===== config.mk =====
export PLATFORM = sky130hd
export DESIGN_NAME = interrupt_controller_flat
export DESIGN_NICKNAME = d
export VERILOG_FILES = /design/src/rtl/interrupt_controller_pkg.sv /design/src/rtl/interrupt_controller_if.sv /design/src/rtl/interrupt_controller_irq_prio_enc.sv /design/src/rtl/interrupt_controller.sv /design/src/flat_wrapper.sv
export SDC_FILE = /design/constraint.sdc
export NUM_CORES = 1
export LEC_CHECK = 0
export CAP_MARGIN = 20
export CELL_PAD_IN_SITES_DETAIL_PLACEMENT = 1
export CELL_PAD_IN_SITES_GLOBAL_PLACEMENT = 2
export CORE_UTILIZATION = 21
export DETAILED_ROUTE_END_ITERATION = 16
export PLACE_DENSITY_LB_ADDON = 0.3
export SLEW_MARGIN = 20
export SYNTH_ARGS = -nofsm -noshare
export SYNTH_HDL_FRONTEND = slang
export SYNTH_SLANG_ARGS = --single-unit

===== constraint.sdc =====
create_clock -name clock -period 3.2 [get_ports clock]
set_input_delay 0.48 -clock clock [delete_from_list [all_inputs] [get_ports clock]]
set_output_delay 0.48 -clock clock [all_outputs]
set_load 0.01 [all_outputs]

===== src/rtl/interrupt_controller_pkg.sv =====
// cpu_defs: shared CPU definitions used by the interrupt controller and CP0.
package cpu_defs;
   typedef enum logic [1:0] {ST_IDLE, ST_REQ, ST_SERVICE} intc_state_t;
   localparam logic [31:0] HANDLER_ADDR_DEF = 32'h0000_F000;
   localparam logic [4:0]  EXC_CODE_INT     = 5'b00000;
endpackage


===== src/rtl/interrupt_controller_if.sv =====
// interrupt_controller_if: CP0 <-> interrupt controller signal bundle.
interface interrupt_controller_if #(
   parameter int N_IRQ = 6
);
   logic             status_ie;
   logic [N_IRQ-1:0] status_im;
   logic             int_ack;
   logic             eret;
   logic             int_req;
   logic [2:0]       int_id;
   logic [N_IRQ-1:0] int_pending;
   logic [31:0]      handler_pc;
   modport master (
      output status_ie, status_im, int_ack, eret,
      input  int_req, int_id, int_pending, handler_pc
   );
   modport slave (
      input  status_ie, status_im, int_ack, eret,
      output int_req, int_id, int_pending, handler_pc
   );
endinterface


===== src/rtl/interrupt_controller_irq_prio_enc.sv =====
// irq_prio_enc: lowest-index-wins priority encoder with valid flag.
module irq_prio_enc #(
   parameter int N_IRQ = 6
) (
   input  logic [N_IRQ-1:0] i_req,
   output logic [2:0]       o_idx,
   output logic             o_valid
);
   always_comb begin
      o_idx   = '0;
      o_valid = |i_req;
      for (int i = N_IRQ - 1; i >= 0; i--)
         if (i_req[i]) o_idx = 3'(i);
   end
endmodule


===== src/rtl/interrupt_controller.sv =====
// interrupt_controller: latches, masks and prioritises IRQ lines into one held CP0 request.
// Define INTC_IRQ_SYNC_EN to add a two-flop synchroniser on every irq_in bit.
module interrupt_controller
   import cpu_defs::*;
#(
   parameter int          N_IRQ        = 6,
   parameter logic [31:0] HANDLER_ADDR = HANDLER_ADDR_DEF
) (
   input  logic             clock,
   input  logic             reset,
   input  logic [N_IRQ-1:0] irq_in,
   interrupt_controller_if.slave cp0
);
   logic [N_IRQ-1:0] w_irq_s, w_rise, w_elig, w_clr;
   logic [N_IRQ-1:0] r_irq_q, r_pending;
   logic [2:0]       w_win_id, w_id_nxt, r_int_id;
   logic             w_win_vld, w_req_nxt, r_int_req;
   intc_state_t      r_state, w_state_nxt;

`ifdef INTC_IRQ_SYNC_EN
   logic [N_IRQ-1:0] r_sync1, r_sync2;
   always_ff @(posedge clock) begin
      if (reset) begin
         r_sync1 <= '0;
         r_sync2 <= '0;
      end else begin
         r_sync1 <= irq_in;
         r_sync2 <= r_sync1;
      end
   end
   assign w_irq_s = r_sync2;
`else
   assign w_irq_s = irq_in;
`endif

   assign w_rise = w_irq_s & ~r_irq_q;
   assign w_elig = r_pending & cp0.status_im;

   irq_prio_enc #(.N_IRQ(N_IRQ)) u_prio_enc (
      .i_req   (w_elig),
      .o_idx   (w_win_id),
      .o_valid (w_win_vld)
   );

   // Once raised, the request and its id are frozen until CP0 acknowledges.
   always_comb begin
      w_state_nxt = r_state;
      w_req_nxt   = r_int_req;
      w_id_nxt    = r_int_id;
      w_clr       = '0;
      case (r_state)
         ST_IDLE: if (cp0.status_ie && w_win_vld) begin
            w_state_nxt = ST_REQ;
            w_req_nxt   = 1'b1;
            w_id_nxt    = w_win_id;
         end
         ST_REQ: if (cp0.int_ack) begin
            w_state_nxt = ST_SERVICE;
            w_req_nxt   = 1'b0;
            w_clr       = N_IRQ'(1) << r_int_id;
         end
         ST_SERVICE: w_state_nxt = cp0.eret ? ST_IDLE : ST_SERVICE;
         default: w_state_nxt = ST_IDLE;
      endcase
   end

   always_ff @(posedge clock) begin
      if (reset) begin
         r_state   <= ST_IDLE;
         r_irq_q   <= '0;
         r_pending <= '0;
         r_int_req <= 1'b0;
         r_int_id  <= '0;
      end else begin
         r_state   <= w_state_nxt;
         r_irq_q   <= w_irq_s;
         r_pending <= (r_pending & ~w_clr) | w_rise;
         r_int_req <= w_req_nxt;
         r_int_id  <= w_id_nxt;
      end
   end

   assign cp0.int_req     = r_int_req;
   assign cp0.int_id      = r_int_id;
   assign cp0.int_pending = r_pending;
   assign cp0.handler_pc  = HANDLER_ADDR;
endmodule


===== src/flat_wrapper.sv =====
// flat-port wrapper written by rule: the top's interface ports become plain ports
module interrupt_controller_flat import cpu_defs::*;
#(
   parameter int          N_IRQ        = 6,
   parameter logic [31:0] HANDLER_ADDR = HANDLER_ADDR_DEF
)
  (clock, reset, irq_in, cp0_status_ie, cp0_status_im, cp0_int_ack, cp0_eret, cp0_int_req, cp0_int_id, cp0_int_pending, cp0_handler_pc);
  interrupt_controller_if #(.N_IRQ(N_IRQ)) cp0_i ();
  input  logic clock;
  input  logic reset;
  input  logic [N_IRQ-1:0] irq_in;
  input wire logic [$bits(cp0_i.status_ie)-1:0] cp0_status_ie;
  input wire logic [$bits(cp0_i.status_im)-1:0] cp0_status_im;
  input wire logic [$bits(cp0_i.int_ack)-1:0] cp0_int_ack;
  input wire logic [$bits(cp0_i.eret)-1:0] cp0_eret;
  output wire logic [$bits(cp0_i.int_req)-1:0] cp0_int_req;
  output wire logic [$bits(cp0_i.int_id)-1:0] cp0_int_id;
  output wire logic [$bits(cp0_i.int_pending)-1:0] cp0_int_pending;
  output wire logic [$bits(cp0_i.handler_pc)-1:0] cp0_handler_pc;
  assign cp0_i.status_ie = cp0_status_ie;
  assign cp0_i.status_im = cp0_status_im;
  assign cp0_i.int_ack = cp0_int_ack;
  assign cp0_i.eret = cp0_eret;
  assign cp0_int_req = cp0_i.int_req;
  assign cp0_int_id = cp0_i.int_id;
  assign cp0_int_pending = cp0_i.int_pending;
  assign cp0_handler_pc = cp0_i.handler_pc;
  interrupt_controller #(.N_IRQ(N_IRQ), .HANDLER_ADDR(HANDLER_ADDR)) u_core (.clock(clock), .reset(reset), .irq_in(irq_in), .cp0(cp0_i));
endmodule

==> metrics.yaml, run 1 <==
cts_hold_buf: 0
whs_ns: 0.4816
cp.depth: 1
worst-path-buf-inv: 1
outcome: "finished clean"
fmax_ghz: 0.5713
finalInstanceArea_um2: 1206
first_global_vias: 722
cp_slowest_cell: "clkdlybuf4s50_1"
drv_cap: 0
fin_crit_sh_pct: 54.70
numCtsBuffers: 3
yosys_register_bits: 18
post_drt_wl_per_cell_um: 11.21
crit_fanout: 6
placed_area_um2: 1151
cts.sinks: 18
syn_to_final_growth_pct: 25.52
rrSetupSlack_ns: 1.83
antennaDiodeCount: 0
via_count: 743
yosysTopAreaCellShare_pct: 37.50
die_h_um: 69.65
synth_most_common_cell: "buf_4"
async_reset_ff_share_pct: 0
min_period_ns: 1.751
hold_viol_final: 0
cts_tree: "built"
slew_violations: 0
htree_num_levels: 1
synth_compound_gate_area_share_pct: 17.06
drtIter0Drc: 19
yosysSeqAreaShare_pct: 37.50
post-route-util_pct: 27.51
grt_pass1_wl_mm: 3.394
io_pins: 59
synth_top_family_by_area: "buffers and inverters"
io_buffer_count: 26
fin_total_pwr_w: 0.0005417
endpoint_kind: "output pin"
startpoint: "u_core.cp0.int_id[0]"
syn_area_per_cell_um2: 8.736
cp-endpoint: "cp0_int_id[0]"
cts_root_buffer: "clkbuf_8"
clock_path_buffers: 2
synth_mux_area_share_pct: 0
worst_slew_pin_slew_ns: 0.6992
synth.area.top_cells: "dfxtp_1 (38%), buf_4 (25%), a21oi_1 (5.2%), nand2b_1 (3.9%), nor2b_1 (3.9%)"
cp.required_ns: 2.72
critPathArrivalTime_ns: 1.27
rows: 24
synth_cell_types: 27
routed_wl_mm: 2.107
synth-edff-count: 0
netlist_area_um2: 960.9
cts_setup_buffers: 0
layout-drive-gt1-share_pct: 5.147
antenna_found_initial: 0
firstDrtPassIters: 4
hp-class: "flop to flop"
reg2reg_to: "u_core.cp0.int_pending[5]"
cp_slowest_stage_delay_ns: 0.58
drc: 0
initial_core_util_pct: 21.92
p_leak_nw: 0.4809
clock_skew_ns: 0.006428
nFillCells: 537
synth_cells: 110
vias_per_cell: 3.952
rsz0062_at_grt: "no"
gp_congestion: 0.7438
slew_headroom_pct: 53.24
r2r_cells: 4
cp-start-kind: "flop"
p_per_area_nw_per_um2: 449.1
synth-adder-area-share_pct: 0
grt_overflow: 0
totalNegativeSetupSlack_ns: 0
clk_pin_slew_worst_paths_ns: 0.07
max-vdd-ir-drop_uv: 167.2
setup_viol: 0
seq_area_um2: 360.3
r2r-start: "u_core.r_state[0]"
die_x_um: 69.65
dp_hpwl_mm: 1.710
die-area_um2: 4850
grt_start_max_net_pins: 20
ant_nets: 0
multi_input_area_um2: 461.7
yosysWarnings: 0
synth-xor-area-share_pct: 0
critical_path_class: "flop to output pin"
synthSimpleGateAreaFrac_pct: 18.49
ys.flop_type: "dfxtp_1"
crit_family: "buffers and inverters"
yosysTopAreaCell: "dfxtp_1"
post_cts_resize_count: 0
grtUsageTotal_pct: 8.509
finalNetCount: 154
ys_top_cells_by_count: "buf_4 (32), dfxtp_1 (18), a21oi_1 (10)"
coreArea_um2: 4384
clk_latency_ns: 0.25
path_cells: "clkdlybuf4s50_1"
## per-layer routing
| layer | global-route usage [%] | vias up | part of all wire (%) |
|---|---|---|---|
| met4 | 2.000 | 0 | 0.76 |
| met3 | 2.180 | 2 | 7.4 |
| met5 | 0 | - | 0 |
| met1 | 11.65 | 346 | 48 |
| met2 | 13.38 | 35 | 44 |
| li1 | - | 360 | - |
## layout make-up
cell class / count / share of cell area [%]
multi-input cells: 87 / 38.28
flip-flops and latches: 18 / 29.88
inverters: 1 / 0.3112
well taps: 52 / 5.394
clock buffers: 4 / 4.564
repair buffers: 26 / 21.58
## how the worst min path moves through the flow
stage / endpoint / cells past startpoint / slack, ns / from
6_report: u_core.cp0.int_req / 2 / 0.48 / u_core.cp0.int_req
3_5_place_dp: u_core.cp0.int_req / 2 / 0.48 / u_core.cp0.int_req
5_1_grt: u_core.cp0.int_req / 2 / 0.51 / u_core.cp0.int_req
3_3_place_gp: u_core.cp0.int_req / 2 / 0.46 / u_core.cp0.int_req
2_1_floorplan: u_core.cp0.int_pending[0] / 2 / 0.46 / u_core.r_irq_q[0]
4_1_cts: u_core.cp0.int_req / 2 / 0.49 / u_core.cp0.int_req
## report_power, final
part           total, W  switching, W  internal, W
logic          0.000106     0.0000537    0.0000527
registers      0.000253     0.0000138     0.000240
clock network  0.000182     0.0000728     0.000109
total          0.000542      0.000140     0.000401
## state kept, by name, indices dropped and copies added (netlist names)
name	count
u_core.cp0.int_pending	6
u_core.cp0.int_req	1
u_core.r_irq_q	6
u_core.r_state	2
u_core.cp0.int_id	3
## cell usage in the layout, fill, tap and decap left out, types with 3 or more instances in the layout
master           count
conb_1              32
clkdlybuf4s50_1     26
dfxtp_1             18
a21oi_1             10
nand2b_1             6
o21ai_0              6
nor2b_1              6
nand2_1              5
clkbuf_8             4
nand3b_1             3
a22o_1               3
## cells by family after synthesis
family	Yosys count
buffers and inverters	35
AND/OR/NAND/NOR	29
AO/OA/AOI/OAI	26
flip-flops	18
other	2
## metrics by stage
| stage | cells | worst slack (ns) |
|---|---|---|
| 2_1_floorplan | 140 | 1.919 |
| 3_3_place_gp | 184 | 1.326 |
| 3_5_place_dp | 184 | 1.298 |
| 4_1_cts | 188 | 1.441 |
| 5_1_grt | 188 | 1.375 |
| 6_report | 188 | 1.449 |
(Power assumes the default switching activity.)
==> inputs of run 2 (changes only) <==
--- a/config.mk
+++ b/config.mk
@@ -8,7 +8,7 @@
 export CAP_MARGIN = 20
 export CELL_PAD_IN_SITES_DETAIL_PLACEMENT = 1
 export CELL_PAD_IN_SITES_GLOBAL_PLACEMENT = 2
-export CORE_UTILIZATION = 21
+export CORE_UTILIZATION = 17
 export DETAILED_ROUTE_END_ITERATION = 16
 export PLACE_DENSITY_LB_ADDON = 0.3
 export SLEW_MARGIN = 20
==> constraint.sdc (replaced) <==
create_clock -name clock -period 1.45 [get_ports clock]
set_input_delay 0.2175 -clock clock [delete_from_list [all_inputs] [get_ports clock]]
set_output_delay 0.2175 -clock clock [all_outputs]
set_load 0.01 [all_outputs]
==> metrics.yaml, run 2 (synthesis gave the netlist of run 1 again) <==
ant_nets: 0
worst-path-buf-inv: 1
dp_hpwl_mm: 1.933
place_inst: 212
cp-start-kind: "flop"
drc: 0
numCtsBuffers: 3
coreArea_um2: 5473
p_leak_nw: 0.5734
fmax_ghz: 0.7197
path_cells: "clkdlybuf4s50_1"
crit_fanout: 4
cp_slowest_stage_delay_ns: 0.54
clk_latency_ns: 0.26
drtIter0Drc: 17
power_frac_comb_pct: 21.3
grt_start_max_net_pins: 11
cts_setup_buffers: 0
antennaDiodeCount: 0
use_met3_pct: 2.738
clk_pin_slew_worst_paths_ns: 0.07
layout-drive-gt1-share_pct: 14.58
sw_frac_of_total_pct: 27.20
p_sw_w: 0.0003399
routed_wl_mm: 2.306
fin_crit_sh_pct: 95.83
rows: 27
nFillCells: 673
htree_num_levels: 1
final_common_cell: "conb_1"
grt_overflow: 0
min_period_ns: 1.389
hold_viol_final: 0
syn_to_final_growth_pct: 37.50
totalNegativeSetupSlack_ns: 0
setup_viol: 0
grt_pass1_wl_mm: 3.732
rsz0062_at_grt: "no"
clkPwrFrac_pct: 33.7
cp_slowest_cell: "clkdlybuf4s50_1"
post_drt_wl_per_cell_um: 10.68
grtUsageTotal_pct: 7.980
finalNonFillerCells: 216
cp.required_ns: 1.23
die_x_um: 77.18
via_count: 791
vias_per_cell: 3.662
crit_family: "buffers and inverters"
use_met2_pct: 12.39
critical_path_class: "flop to output pin"
gp_congestion: 0.7516
max-vdd-ir-drop_uv: 232.3
hp-start: "u_core.cp0.int_req"
drv_cap: 0
clock_skew_ns: 0.001613
die_h_um: 77.18
cts_tree: "built"
first_global_vias: 798
antenna_found_initial: 0
slew_violations: 0
outcome: "finished clean"
p_per_area_nw_per_um2: 945.7
startpoint: "u_core.cp0.int_pending[2]"
hp-class: "flop to flop"
p_seq_share_pct: 45.0
die-area_um2: 5957
clock_path_buffers: 2
firstDrtPassIters: 4
p_int_w: 0.0009097
endpoint_kind: "output pin"
use_met1_pct: 10.36
io_buffer_count: 26
critPathArrivalTime_ns: 1.17
io_pins: 59
layout_common_cells: "conb_1 (32), clkdlybuf4s50_1 (22), dfxtp_1 (13), a21oi_1 (10), buf_4 (8)"
cts.sinks: 18
r2r-start: "u_core.r_state[1]"
busiest_layer: "met2"
cts_root_buffer: "clkbuf_8"
finalNetCount: 162
initial_core_util_pct: 17.56
run 2: path summary, 6_finish.rpt:
check	endpoint	slack, ns	cells past startpoint
max	cp0_int_pending[2]	0.06	1
min	u_core.cp0.int_req	0.46	2
max reg2reg	u_core.cp0.int_pending[5]	0.14	4
min reg2reg	u_core.cp0.int_req	0.46	2
run 2: final cells by class:
class	count	area (µm²)	area share, %
clock buffers	4	55.05	4.167
inverters	1	3.754	0.2841
multi-input cells	87	479.2	36.27
flip-flops and latches	18	366.6	27.75
well taps	72	90.09	6.818
repair buffers	34	326.6	24.72
run 2: stage by stage:
| stage | setup WS (ns) | utilization (%) | cell area, µm² | hold slack (ns) | total power, W |
|---|---|---|---|---|---|
| floorplan | 0.2486 | - | 1074 | 0.3457 | 0.0007521 |
| global placement | -0.1586 | 22.59 | 1236 | 0.4543 | 0.0008275 |
| detailed placement | -0.1841 | 22.59 | 1236 | 0.4629 | 0.0008309 |
| CTS | 0.0006235 | 23.62 | 1292 | 0.4731 | 0.001254 |
| global route | 0.01219 | 24.14 | 1321 | 0.5049 | 0.001324 |
| finish | 0.06052 | 24.14 | 1321 | 0.4644 | 0.001250 |
run 2: timing repair:
action | CTS | global route
hold buffers | 0 | 0
gates resized for setup | 3 | 9
cloned | 0 | 0
setup endpoints to repair | 3 | 7
run 2: layer usage:
layer	part of all wire, %	vias up	wire length [µm]
met5	0	-	0
met4	0.91	0	21
met3	8.9	3	206
met2	43	45	986
met1	47	364	1091
li1	-	379	-
run 2: power by group through the flow:
| stage | clock network, W | logic, W | registers [W] |
|---|---|---|---|
| 2_1_floorplan | 0 | 0.000181 | 0.000572 |
| 3_3_place_gp | 0 | 0.000257 | 0.000570 |
| 3_5_place_dp | 0 | 0.000261 | 0.000570 |
| 4_1_cts | 0.000433 | 0.000260 | 0.000561 |
| 5_1_grt | 0.000462 | 0.000293 | 0.000569 |
| 6_report | 0.000422 | 0.000266 | 0.000562 |
